--- config.mk ---
export PLATFORM = sky130hd
export DESIGN_NAME = mul_unsigned_share
export DESIGN_NICKNAME = d
export VERILOG_FILES = /design/src/rtl/mul_pkg.sv /design/src/rtl/rr_arb.sv /design/src/rtl/mul_unsigned_share.sv
export SDC_FILE = /design/constraint.sdc
export NUM_CORES = 1
export LEC_CHECK = 0
export ABC_AREA = 1
export ABC_CLOCK_PERIOD_IN_PS = 5600
export BUFFER_PORTS_ARGS = -buffer_cell sky130_fd_sc_hd__buf_2
export CORE_ASPECT_RATIO = 0.5
export CORE_MARGIN = 2
export CORE_UTILIZATION = 58
export CTS_BUF_LIST = sky130_fd_sc_hd__clkbuf_4
export CTS_CLUSTER_DIAMETER = 120
export DETAILED_ROUTE_END_ITERATION = 12
export GPL_ROUTABILITY_DRIVEN = 0
export PLACE_DENSITY_LB_ADDON = 0.05
export SLEW_MARGIN = 20
export SYNTH_ARGS = -nofsm -noshare
export SYNTH_HDL_FRONTEND = slang
export SYNTH_SLANG_ARGS = --single-unit
--- constraint.sdc ---
create_clock -name clk -period 5.6 [get_ports clk]
set_clock_uncertainty 0.1 [all_clocks]
set_input_delay 0.56 -clock clk [delete_from_list [all_inputs] [get_ports clk]]
set_output_delay 0.56 -clock clk [all_outputs]
set_load 0.005 [all_outputs]
--- src/rtl/mul_pkg.sv ---
// Shared constants and helpers for the multiplier family of blocks.
package mul_pkg;

  localparam int DEF_WIDTH = 8;
  localparam int DEF_NREQ  = 4;

  // Minimum number of bits needed to encode n distinct values.
  function automatic int clog2(input int n);
    int r;
    r = 0;
    while ((1 << r) < n) r++;
    return r;
  endfunction

endpackage

--- src/rtl/rr_arb.sv ---
// Round-robin arbiter: one-hot grant searching upward from ptr; the winner
// becomes lowest priority on the next arbitration.
module rr_arb
  import mul_pkg::*;
#(
  parameter int N = DEF_NREQ
) (
  input  logic         clk,
  input  logic         rst_n,
  input  logic [N-1:0] req,
  input  logic         en,
  output logic [N-1:0] gnt
);

  localparam int PW = clog2(N);

  logic [PW-1:0] ptr;
  logic [PW-1:0] ptr_nxt;
  logic          found;
  int            idx;

  // NOTE: every variable gets a default before any branch so no path leaves a
  // value unassigned, which would otherwise infer a latch.
  always_comb begin
    gnt     = '0;
    ptr_nxt = ptr;
    found   = 1'b0;
    idx     = 0;
    if (en) begin
      for (int k = 0; k < N; k++) begin
        idx = int'(ptr) + k;
        if (idx >= N) idx = idx - N;
        if (!found && req[idx]) begin
          found    = 1'b1;
          gnt[idx] = 1'b1;
          ptr_nxt  = (idx == N - 1) ? '0 : PW'(idx + 1);
        end
      end
    end
  end

  // NOTE: sequential state uses non-blocking assignments so every register
  // samples its pre-edge inputs, independent of statement order.
  always_ff @(posedge clk or negedge rst_n) begin
    if (!rst_n) begin
      ptr <= '0;
    end else if (found) begin
      ptr <= ptr_nxt;
    end
  end

endmodule

--- src/rtl/mul_unsigned_share.sv ---
// Shared unsigned multiplier: round-robin front end, operand register (S1),
// combinational multiply, output register (S2) tagged with requester id.
module mul_unsigned_share
  import mul_pkg::*;
#(
  parameter  int WIDTH = DEF_WIDTH,
  parameter  int NREQ  = DEF_NREQ,
  localparam int IDW   = clog2(NREQ)
) (
  input  logic                  clk,
  input  logic                  rst_n,
  input  logic [NREQ-1:0]       req_valid,
  output logic [NREQ-1:0]       req_ready,
  input  logic [NREQ*WIDTH-1:0] req_a,
  input  logic [NREQ*WIDTH-1:0] req_b,
  output logic                  rsp_valid,
  input  logic                  rsp_ready,
  output logic [2*WIDTH-1:0]    rsp_z,
  output logic [IDW-1:0]        rsp_id
);

  localparam int ZW = 2 * WIDTH;

  logic             s1_valid;
  logic [WIDTH-1:0] s1_a;
  logic [WIDTH-1:0] s1_b;
  logic [IDW-1:0]   s1_id;
  logic             s1_adv;
  logic             s2_adv;
  logic [NREQ-1:0]  gnt;
  logic             any_gnt;
  logic [WIDTH-1:0] sel_a;
  logic [WIDTH-1:0] sel_b;
  logic [IDW-1:0]   sel_id;
  logic [ZW-1:0]    prod;

  assign s2_adv = !rsp_valid || rsp_ready;
  assign s1_adv = !s1_valid || s2_adv;

  // Gating with rst_n keeps req_ready low while reset is held, since the
  // emptied pipeline would otherwise look ready to accept.
  rr_arb #(.N(NREQ)) u_arb (
    .clk   (clk),
    .rst_n (rst_n),
    .req   (req_valid),
    .en    (s1_adv && rst_n),
    .gnt   (gnt)
  );

  assign req_ready = gnt;
  assign any_gnt   = |gnt;

  always_comb begin
    sel_a  = '0;
    sel_b  = '0;
    sel_id = '0;
    for (int i = 0; i < NREQ; i++) begin
      if (gnt[i]) begin
        sel_a  = req_a[i*WIDTH +: WIDTH];
        sel_b  = req_b[i*WIDTH +: WIDTH];
        sel_id = IDW'(i);
      end
    end
  end

  assign prod = ZW'(s1_a) * ZW'(s1_b);

  // NOTE: the data registers are reset too, so the outputs read as zero after
  // reset rather than holding stale operands or products.
  always_ff @(posedge clk or negedge rst_n) begin
    if (!rst_n) begin
      s1_valid <= 1'b0;
      s1_a     <= '0;
      s1_b     <= '0;
      s1_id    <= '0;
    end else if (s1_adv) begin
      s1_valid <= any_gnt;
      if (any_gnt) begin
        s1_a  <= sel_a;
        s1_b  <= sel_b;
        s1_id <= sel_id;
      end
    end
  end

  always_ff @(posedge clk or negedge rst_n) begin
    if (!rst_n) begin
      rsp_valid <= 1'b0;
      rsp_z     <= '0;
      rsp_id    <= '0;
    end else if (s2_adv) begin
      rsp_valid <= s1_valid;
      if (s1_valid) begin
        rsp_z  <= prod;
        rsp_id <= s1_id;
      end
    end
  end

endmodule

==> reports/qor_table.md <==
| Item | Value | Unit |
|:---|:---|:---|
| Via count of the first global-routing pass | 4050 | - |
| Endpoints failing setup | 0 | - |
| Leakage power figure | 3.355 | nW |
| Met1 Track Usage GR | 36.45 | % |
| Initial core utilization | 60.25 | % |
| Maximum number of pins on one net before global-route repair | 42 | - |
| Share of post-route cells with drive strength above 1 | 17.56 | % |
| Met3 Resource Use GR | 5.190 | % |
| First DRT Iteration DRCs | 247 | - |
| Utilization after layout | 67.03 | % |
| Max-slew violation count | 0 | - |
| Overall global routing resource usage | 26.64 | % |
| Warnings, synthesis | 0 | - |
| Buffering stage count on the worst path with inverters included | 3 | - |
| Hold buffer count at cts | 0 | - |
| Detailed-router iteration count before antenna repair | 7 | - |
| Synthesized Nets | 846 | - |
| Most numerous cell in the Yosys netlist | nand2_1 | - |
| Post-route DRC | 0 | - |
| Bufs on Longest Clock Path | 2 | - |
| Share of flip-flops with an asynchronous set or reset | 100.0 | % |
| Critical Path Fanout Max | 9 | - |
| Largest cells by area after synthesis | dfrtp_1 (21%), nand2_1 (18%), fa_1 (15%) | - |
| Count of buffers added by post-CTS timing repair for setup | 0 | - |
| CTS tree | built | - |
| Final wirelength | 11260 | um |
| Period utilisation layout | 79.22 | % |
| Top cells by count, synth | nand2_1 (233), inv_1 (130), nand3_1 (62), ha_1 (41), dfrtp_1 (40) | - |
| Sink Count | 40 | - |
| Cell taking the most area after synthesis | dfrtp_1 | - |
| Setup repair after global routing missed its margin | no | - |
| Global-route met2 utilization | 44.46 | % |
| Share of the yosys chip area belonging to registers | 20.62 | % |
| Number of maximum-capacitance constraint violations | 0 | - |
| Count of antenna-violating nets left after detailed routing | 0 | - |
| Netlist area before placement | 4855 | um^2 |
| Min Tclk post-route | 4.436 | ns |
| Worst setup slack for register-to-register paths | 1.16 | ns |
| Synthesized netlist cell count | 698 | - |
| Initial antenna violation count | 0 | - |
| Pin slew with the least headroom to its limit | 0.7151 | ns |
| Crit path max-delay cell type | fa_1 | - |
| Cells along the critical path | nand2_1, inv_1, fa_1, fa_1, fa_1, inv_1, fa_1, inv_1, ha_1, a21oi_1, o21ai_0, a31oi_1, o21bai_1, or2_2, a31oi_1 | - |
| Peak clock frequency supported by timing | 225.4 | MHz |
| Post-synthesis cell type count | 35 | - |
| Relative slew margins | 52.27 | % |
| Post-synthesis register bit count | 40 | - |
| Post-detailed-route wirelength per cell | 12.79 | um |
| Startpoint Class | register | - |
| Required time of the critical path | 5.78 | ns |
| Via count normalized by instance count | 5.057 | - |
| Share of the synthesized area in the top cell type | 20.62 | % |
| Post-Route Setup TNS | 0 | ns |
| Standard-cell row count | 23 | - |
| Die area | 9162 | um^2 |
| Top cell family by delay on the critical path | adder cells | - |
| Clock buffer count from CTS | 5 | - |
| Number of levels the H-tree was split into | 2 | - |
| Total overflow reported by the global router | 0 | - |
| Post-DP HPWL | 9463 | um |
| Floorplan die width | 133.4 | um |
| Antenna diodes | 0 | - |
| Clock transition at the register clock pins on the worst setup and hold paths after CTS | 0.14 | ns |
| Avg Synthesized Cell Area | 6.955 | um^2 |
| Class of the tightest hold or removal check | in -> async | - |
| Worst Path Arrival | 4.62 | ns |
| Area growth from synthesis to layout | 11.26 | % |
| Die Height | 68.69 | um |
| Final worst setup slack | 1.164 | ns |
| Dominant register cell in the synthesized netlist | dfrtp_1 | - |
| Clock root cell | clkbuf_4 | - |
| Largest stage delay on the critical path | 0.55 | ns |
| Number of nets in the layout | 916 | - |
| Most Frequent Cell on Critical Path | fa_1 | - |
| CORE AREA | 8058 | um^2 |
| Power density relative to cell area | 676.5 | nW/um^2 |
| # resized after CTS | 0 | - |
| Ports placed on the boundary | 94 | - |
| Insertion delay to the later sink of the worst-skew pair | 0.35 | ns |
| Worst vdd rail ir drop | 298.9 | uV |
| # fillers | 756 | - |
| Critical path type | reg -> reg | - |
| Detailed-route via count | 4455 | - |
| Count of flip-flops with a built-in enable after synthesis | 0 | - |
| Outcome | complete, no violations | - |
| Input/output buffers | 93 | - |
| Critical path capture point type | register | - |
| Final hold violations | 0 | - |
| Worst-case setup slack after placement | 1.190 | ns |
| Wire length of the first global-routing pass | 19150 | um |
| Most used routing layer | met2 | - |
report_power, final:
group	internal [mW]	total, mW	switching (mW)
Combinational	1.07	2.83	1.76
Clock	0.0955	0.204	0.109
Sequential	0.435	0.624	0.189
layer usage:
layer,part of all wire (%),vias up
met5,0,-
met4,1.2,0
met3,8.0,14
met2,44,172
met1,47,2004
li1,-,2265
kinds of logic (layout without fill, tap and decap cells):
group           count (synthesis)  after routing  synth area share (%)
xor+xnor                        7              7                 1.263
fa+ha+maj                      77             77                 25.41
buf+inv                       165            236                 13.53
compound gates                 60             60                 7.010
flops                          40             40                 20.62
simple gates                  349            349                 32.17
worst reg2reg max path: cells and delay by family (launching register included):
family | cells | cell delay, ns
adders and majority gates | 5 | 2.44
AOI/OAI and AO/OA | 5 | 0.78
DFF | 1 | 0.50
and+or+nand+nor | 2 | 0.39
buffers and inverters | 3 | 0.16
layout by cell type (no fill, tap or decap), drive strengths merged:
master	instances
ha	41
o21bai	3
xor2	4
clkinvlp	1
nand3	66
nor2	25
fa	36
clkbuf	5
o211ai	2
nor3	2
a21oi	9
clkinv	1
a31oi	11
bufinv	1
nor3b	1
xnor2	3
buf	94
or2	5
a21boi	1
o21ai	34
inv	134
nand2	247
nand4	3
dfrtp	40
metrics by stage:
step	cells	total power [mW]	instance area, um^2	hold slack, ns
finish	881	3.654	5401	0.1397
global placement	873	3.381	5318	0.3557
detailed placement	873	3.459	5318	0.3622
floorplan	698	2.877	4855	0.1644
CTS	881	3.676	5401	0.1421
global route	881	4.164	5401	0.1584
registers in the layout, indices dropped and copies added, names as in the netlist:
name,flops
rsp_id,2
rsp_valid,1
rsp_z,16
s1_a,8
s1_b,8
s1_id,2
s1_valid,1
u_arb.ptr,2
layout make-up:
class                           instances  area, um^2  area share (%)
Multi-Input combinational cell        493        3197           59.18
Clock buffer                            5       37.54          0.6949
Timing Repair Buffer                   94       473.0           8.756
Sequential cell                        40        1001           18.53
Tap cell                              112       140.1           2.594
Clock inverter                          3       46.29          0.8571
Inverter                              134       506.7           9.382
final timing paths:
path	depth (start not counted)	startpoint	endpoint
worst max-delay path	15	s1_b[7]	rsp_z[13]
worst min-delay path	2	rst_n	rsp_z[6]
worst max register to register	15	s1_b[7]	rsp_z[13]
worst min register to register	2	rsp_z[0]	rsp_z[0]
max in group asynchronous	2	rst_n	s1_a[0]
min in group clk	3	req_a[30]	s1_a[6]
Note: power is estimated with default switching activity, not from simulation.
